File: src/rtl/tetris_pkg.sv
// Shared Tetris piece ids and the piece_queue refill FSM encoding.
// Latency: none, this file holds only constants and types.
// Backpressure: none.
package tetris_pkg;

    localparam int PIECE_W = 3;

    // Piece ids shared with the generator, renderer and collision logic.
    localparam logic [PIECE_W-1:0] PIECE_NONE = 3'd0;
    localparam logic [PIECE_W-1:0] PIECE_I    = 3'd1;
    localparam logic [PIECE_W-1:0] PIECE_O    = 3'd2;
    localparam logic [PIECE_W-1:0] PIECE_T    = 3'd3;
    localparam logic [PIECE_W-1:0] PIECE_S    = 3'd4;
    localparam logic [PIECE_W-1:0] PIECE_Z    = 3'd5;
    localparam logic [PIECE_W-1:0] PIECE_J    = 3'd6;
    localparam logic [PIECE_W-1:0] PIECE_L    = 3'd7;

    typedef enum logic [1:0] {
        RF_IDLE = 2'd0,
        RF_REQ  = 2'd1,
        RF_CAP  = 2'd2
    } refill_state_t;

endpackage

File: src/rtl/piece_fifo.sv
// Shift-register FIFO of piece ids with a flat parallel peek of every slot.
// Latency: a push or pop is visible the cycle after the clock edge that takes it.
// Backpressure: none; the caller never pushes into a full FIFO unless it also pops.
//
// Ports: clk, rst (async active-low); push/push_dat write one entry; pop
// shifts every entry one slot toward slot 0; count = entries held;
// peek = all slots, slot 0 in the LSBs, empty slots read 0.
module piece_fifo #(
    parameter int DEPTH = 3,
    parameter int W     = 3
) (
    input  logic               clk,
    input  logic               rst,
    input  logic               push,
    input  logic [W-1:0]       push_dat,
    input  logic               pop,
    output logic [2:0]         count,
    output logic [DEPTH*W-1:0] peek
);

    logic [W-1:0] slot_q [DEPTH];
    logic [W-1:0] slot_n [DEPTH];
    logic [2:0]   count_n;
    logic [2:0]   wr_idx;
    logic         do_pop;

    assign do_pop = pop && (count != 3'd0);

    always_comb begin
        // The write index is taken after the pop, so a same-cycle push
        // lands directly behind the shifted entries.
        wr_idx = do_pop ? count - 3'd1 : count;
        for (int i = 0; i < DEPTH; i++) begin
            slot_n[i] = slot_q[i];
        end
        if (do_pop) begin
            for (int i = 0; i < DEPTH - 1; i++) begin
                slot_n[i] = slot_q[i+1];
            end
            slot_n[DEPTH-1] = '0;
        end
        for (int i = 0; i < DEPTH; i++) begin
            if (push && (i == int'(wr_idx))) begin
                slot_n[i] = push_dat;
            end
        end
        count_n = push ? wr_idx + 3'd1 : wr_idx;
    end

    always_ff @(posedge clk or negedge rst) begin
        if (!rst) begin
            for (int i = 0; i < DEPTH; i++) begin
                slot_q[i] <= '0;
            end
            count <= 3'd0;
        end else begin
            for (int i = 0; i < DEPTH; i++) begin
                slot_q[i] <= slot_n[i];
            end
            count <= count_n;
        end
    end

    always_comb begin
        peek = '0;
        for (int i = 0; i < DEPTH; i++) begin
            peek[i*W +: W] = slot_q[i];
        end
    end

    overflow_chk: assert property (@(posedge clk) disable iff (!rst)
        !(push && !pop && (int'(count) == DEPTH)));

endmodule

File: src/rtl/piece_queue.sv
// Next-piece buffer: refills a preview FIFO from the generator, hands out the active piece, runs the hold slot.
// Latency: spawn/hold requests take effect on the second edge after they are raised; refill yields one piece per 3 cycles.
// Backpressure: at most one generator request outstanding; a pending spawn waits until the FIFO holds a piece.
//
// Ports: clk, rst (async active-low); gen_next/gen_piece = generator
// request pulse and the id it returns one cycle later; spawn_req (level,
// sticky), hold_req (pulse) from the engine; active_piece/active_valid,
// spawn_ack, hold_piece/hold_lock, preview (slot 0 in LSBs), queue_count.
module piece_queue
    import tetris_pkg::*;
#(
    parameter int DEPTH   = 3,
    parameter int PIECE_W = tetris_pkg::PIECE_W
) (
    input  logic                     clk,
    input  logic                     rst,
    input  logic [PIECE_W-1:0]       gen_piece,
    output logic                     gen_next,
    input  logic                     spawn_req,
    input  logic                     hold_req,
    output logic [PIECE_W-1:0]       active_piece,
    output logic                     active_valid,
    output logic                     spawn_ack,
    output logic [PIECE_W-1:0]       hold_piece,
    output logic                     hold_lock,
    output logic [DEPTH*PIECE_W-1:0] preview,
    output logic [2:0]               queue_count
);

    refill_state_t      state_q, state_n;
    logic               cap_push;
    logic               pending_q;
    logic               hold_q;
    logic               spawn_fire;
    logic               hold_fire;
    logic               fifo_pop;
    logic [PIECE_W-1:0] slot0;

    assign slot0 = preview[PIECE_W-1:0];

    // Refill FSM. A request is only in flight while in REQ or CAP, so in
    // IDLE the free-space test needs only the current count.
    always_ff @(posedge clk or negedge rst) begin
        if (!rst) begin
            state_q <= RF_IDLE;
        end else begin
            state_q <= state_n;
        end
    end

    always_comb begin
        state_n  = state_q;
        gen_next = 1'b0;
        cap_push = 1'b0;
        case (state_q)
            RF_IDLE: begin
                if (int'(queue_count) < DEPTH) begin
                    state_n = RF_REQ;
                end
            end
            RF_REQ: begin
                gen_next = 1'b1;
                state_n  = RF_CAP;
            end
            RF_CAP: begin
                // A zero id from the generator is dropped; IDLE will simply ask again.
                cap_push = (gen_piece != PIECE_NONE);
                state_n  = RF_IDLE;
            end
            default: begin
                state_n = RF_IDLE;
            end
        endcase
    end

    // Spawn has priority over hold. An empty-hold request needs a FIFO
    // entry to refill the active slot, otherwise it is refused.
    assign spawn_fire = pending_q && (queue_count != 3'd0);
    assign hold_fire  = hold_q && !spawn_fire && active_valid && !hold_lock &&
                        ((hold_piece != PIECE_NONE) || (queue_count != 3'd0));
    assign fifo_pop   = spawn_fire || (hold_fire && (hold_piece == PIECE_NONE));

    piece_fifo #(
        .DEPTH (DEPTH),
        .W     (PIECE_W)
    ) u_fifo (
        .clk      (clk),
        .rst      (rst),
        .push     (cap_push),
        .push_dat (gen_piece),
        .pop      (fifo_pop),
        .count    (queue_count),
        .peek     (preview)
    );

    always_ff @(posedge clk or negedge rst) begin
        if (!rst) begin
            pending_q    <= 1'b0;
            hold_q       <= 1'b0;
            active_piece <= '0;
            active_valid <= 1'b0;
            spawn_ack    <= 1'b0;
            hold_piece   <= '0;
            hold_lock    <= 1'b0;
        end else begin
            pending_q <= spawn_fire ? 1'b0 : (pending_q || spawn_req);
            // A hold raised together with a spawn request is dropped.
            hold_q    <= hold_req && !spawn_req;
            spawn_ack <= 1'b0;
            if (spawn_fire) begin
                active_piece <= slot0;
                active_valid <= 1'b1;
                hold_lock    <= 1'b0;
                spawn_ack    <= 1'b1;
            end else if (hold_fire) begin
                if (hold_piece == PIECE_NONE) begin
                    hold_piece   <= active_piece;
                    active_piece <= slot0;
                end else begin
                    hold_piece   <= active_piece;
                    active_piece <= hold_piece;
                end
                hold_lock <= 1'b1;
                spawn_ack <= 1'b1;
            end
        end
    end

endmodule

File: config.mk
export PLATFORM = sky130hd
export DESIGN_NAME = piece_queue
export DESIGN_NICKNAME = d
export VERILOG_FILES = /design/src/rtl/tetris_pkg.sv /design/src/rtl/piece_fifo.sv /design/src/rtl/piece_queue.sv
export SDC_FILE = /design/constraint.sdc
export NUM_CORES = 1
export LEC_CHECK = 0
export BUFFER_PORTS_ARGS = -buffer_cell sky130_fd_sc_hd__buf_2
export CORE_MARGIN = 8
export CORE_UTILIZATION = 44
export CTS_BUF_LIST = sky130_fd_sc_hd__clkbuf_4 sky130_fd_sc_hd__clkbuf_8
export DETAILED_ROUTE_END_ITERATION = 6
export GPL_TIMING_DRIVEN = 0
export PLACE_DENSITY = 0.77
export SYNTH_ARGS = -nofsm -noshare
export SYNTH_HDL_FRONTEND = slang
export SYNTH_SLANG_ARGS = --single-unit
File: constraint.sdc
create_clock -name clk -period 2.1 [get_ports clk]
set_clock_uncertainty 0.15 [all_clocks]
set_input_delay 0 -clock clk [delete_from_list [all_inputs] [get_ports clk]]
set_output_delay 0 -clock clk [all_outputs]
set_load 0.1 [all_outputs]
==> run summary <==
Synth Area in Adders -> 1.862%
Core Util, Final -> 63.53%
Crit path arrival time -> 2.23 ns
Req. time, crit path -> 2.18 ns
Post-Syn Nets -> 132
area occupied by multi-input gates -> 820.8 um2
Seq/Total Area, Yosys -> 46.55%
P&R area growth vs syn -> 40.78%
Remaining DRCs -> 0
fmax -> 464.3 MHz
Initial Util -> 45.13%
fill count -> 221
post-synth top area share -> 46.55%
initial antenna violation count -> 0
period utilisation layout -> 102.6%
top-count cell post-synth -> dfrtp_1
Ys Warns -> 0
library cells used by synthesis -> 45
WL final -> 3.573 mm
final hold violation count -> 0
gr ovfl total -> 0
num rows -> 20
CTS tree -> built
Routed WL per cell -> 17.34 um
CP startpoint kind -> flip-flop
final slew viol count -> 0
H-tree Lvls -> 1
via/cell ratio -> 5.665
largest family of logic cells by synthesized area -> simple AND/OR/NAND/NOR gates
Slew @ Worst Pin -> 0.7097 ns
Syn Area/Cell -> 10.93 um2
die area -> 5079 um2
RSZ-0062 raised after global routing -> yes
list of most frequent post-synthesis cells -> dfrtp_1, mux2_2, inv_1
predominant post-synthesis flop cell -> dfrtp_1
max-cap viol count -> 0
post-synthesis compound-gate area fraction -> 14.99%
number of I/O port buffers -> 28
HP Class -> input port to async pin
layout cells sized above 1 -> 54.91%
Worst slew margin -> 52.59%
hold_ws -> 0.05368 ns
Initial DRT Pass Iterations -> 4
clk sink count -> 25
EDFF count, synth -> 0
clk root buf -> clkbuf_4
clock buffer depth -> 2
vias in the first global route -> 1222
core footprint -> 2978 um2
first-pass GRT wire length -> 5.609 mm
failing checks -> negative setup slack
I/O pins -> 29
Setup WS post-layout -> -0.05394 ns
Vias -> 1167
largest net degree at the start of global routing -> 26
outcome -> finished, violations left
post-synthesis xor/xnor area fraction -> 1.955%
clock buffer count from CTS -> 3
GP Congestion -> 0.7899
post-synth top area cell -> dfrtp_1
simple-gate portion of the synthesized area -> 16.95%
GRT Total Usage -> 13.35%
Post-Syn Instances -> 123
worst-path fanout max -> 5
post-synthesis mux area share -> 14.15%
FF+latch area -> 640.6 um2
starting DRC count in detailed routing -> 49
ANT cells -> 0
Die Wd -> 71.27 um
fin crit period -> 2.154 ns
clock-pin slew on the worst setup and hold paths -> 0.15 ns
setup TNS -> -0.1927 ns
placed wire-length estimate -> 2.331 mm
async set-reset flop share out of synthesis -> 100.0%
die height -> 71.27 um
Synth area leaders -> dfrtp_1, mux2_2, o21ai_0
critical path class -> flip-flop to flip-flop
# nets final -> 183
Worst-Skew Late Latency -> 0.32 ns
Setup crit end kind -> flip-flop
synthesized area -> 1344 um2
Post-DRT Antenna Nets -> 0
Setup Viol. Count Final -> 9
flops & latches, synth -> 25
## sequential cells by signal, indices dropped and copies added, names as in the netlist
name and count:
active_piece 3, u_fifo.count 3, spawn_ack 1, active_valid 1, pending_q 1, hold_q 1, u_fifo.peek 9, hold_piece 3
state_q 2, hold_lock 1
## routing by layer
metal	global-route usage, %	vias to the layer above	share of wire [%]
met5	0	-	0
met4	3.926	0	0.50
met3	2.092	4	3.1
met2	23.88	24	53
met1	15.91	589	43
li1	-	550	-
## critical path, cell delays in order (launching register included)
cell and delay (ns):
dfrtp_2 0.47, or3_4 0.41, nor3_4 0.26, buf_6 0.15, nor2_4 0.05, mux2_4 0.30
mux2_4 0.26
## timing repair
action,in CTS,in global routing
gates resized for setup,10,13
setup buffers,10,4
pin swaps,8,7
endpoints found under the hold margin,36,0
endpoints found under the setup margin,11,13
hold buffers,6,0
## layout make-up
class	count	share of cell area (%)
clock inverter	1	0.2646
buffer	1	0.3968
sequential	25	33.86
tap	33	2.183
multi-input combinational	86	43.39
timing repair buffer	48	16.53
inverter	9	2.183
clock buffer	3	1.190
## cells by family (layout without fill, tap and decap cells)
group	Yosys count	after routing
and+or+nand+nor	35	35
AOI/OAI and AO/OA	29	29
DFF	25	25
muxes	17	17
buffers and inverters	12	62
xor gates and xnor gates	3	3
adders and majority gates	2	2
## per-stage QoR
step | instances | setup WS (ns) | cell area [um2]
2_1_floorplan | 123 | -0.3007 | 1444
3_3_place_gp | 184 | -0.1777 | 1625
3_5_place_dp | 184 | -0.2189 | 1625
4_1_cts | 202 | -0.005616 | 1813
5_1_grt | 206 | -0.1171 | 1892
6_report | 206 | -0.05394 | 1892
## cell usage in the layout (no fill, tap or decap), types with 3 or more instances in the layout
cell / instances
nor2b_1: 3
mux2_2: 7
dfrtp_2: 6
nor4_1: 3
clkbuf_4: 3
dlygate4sd3_1: 6
buf_4: 13
o21ai_0: 6
dfrtp_1: 17
buf_2: 28
nor2_1: 4
a21oi_1: 4
nand3_1: 4
mux2_4: 9
inv_1: 7
nand2_1: 4
## worst paths after layout
kind / end / slack [ns] / startpoint / depth (start not counted)
setup / recovery: u_fifo.peek[2] / -0.05 / hold_piece[2] / 6
hold / removal: u_fifo.peek[1] / 0.05 / rst / 2
setup reg to reg: u_fifo.peek[2] / -0.05 / hold_piece[2] / 6
hold reg to reg: hold_lock / 0.37 / hold_lock / 2
max in group asynchronous: u_fifo.count[1] / 1.31 / rst / 2
min in group clk: pending_q / 0.30 / spawn_req / 3
Power is not shown: default switching activity piles up to over one toggle a cycle in this logic, so the estimate is an artifact.
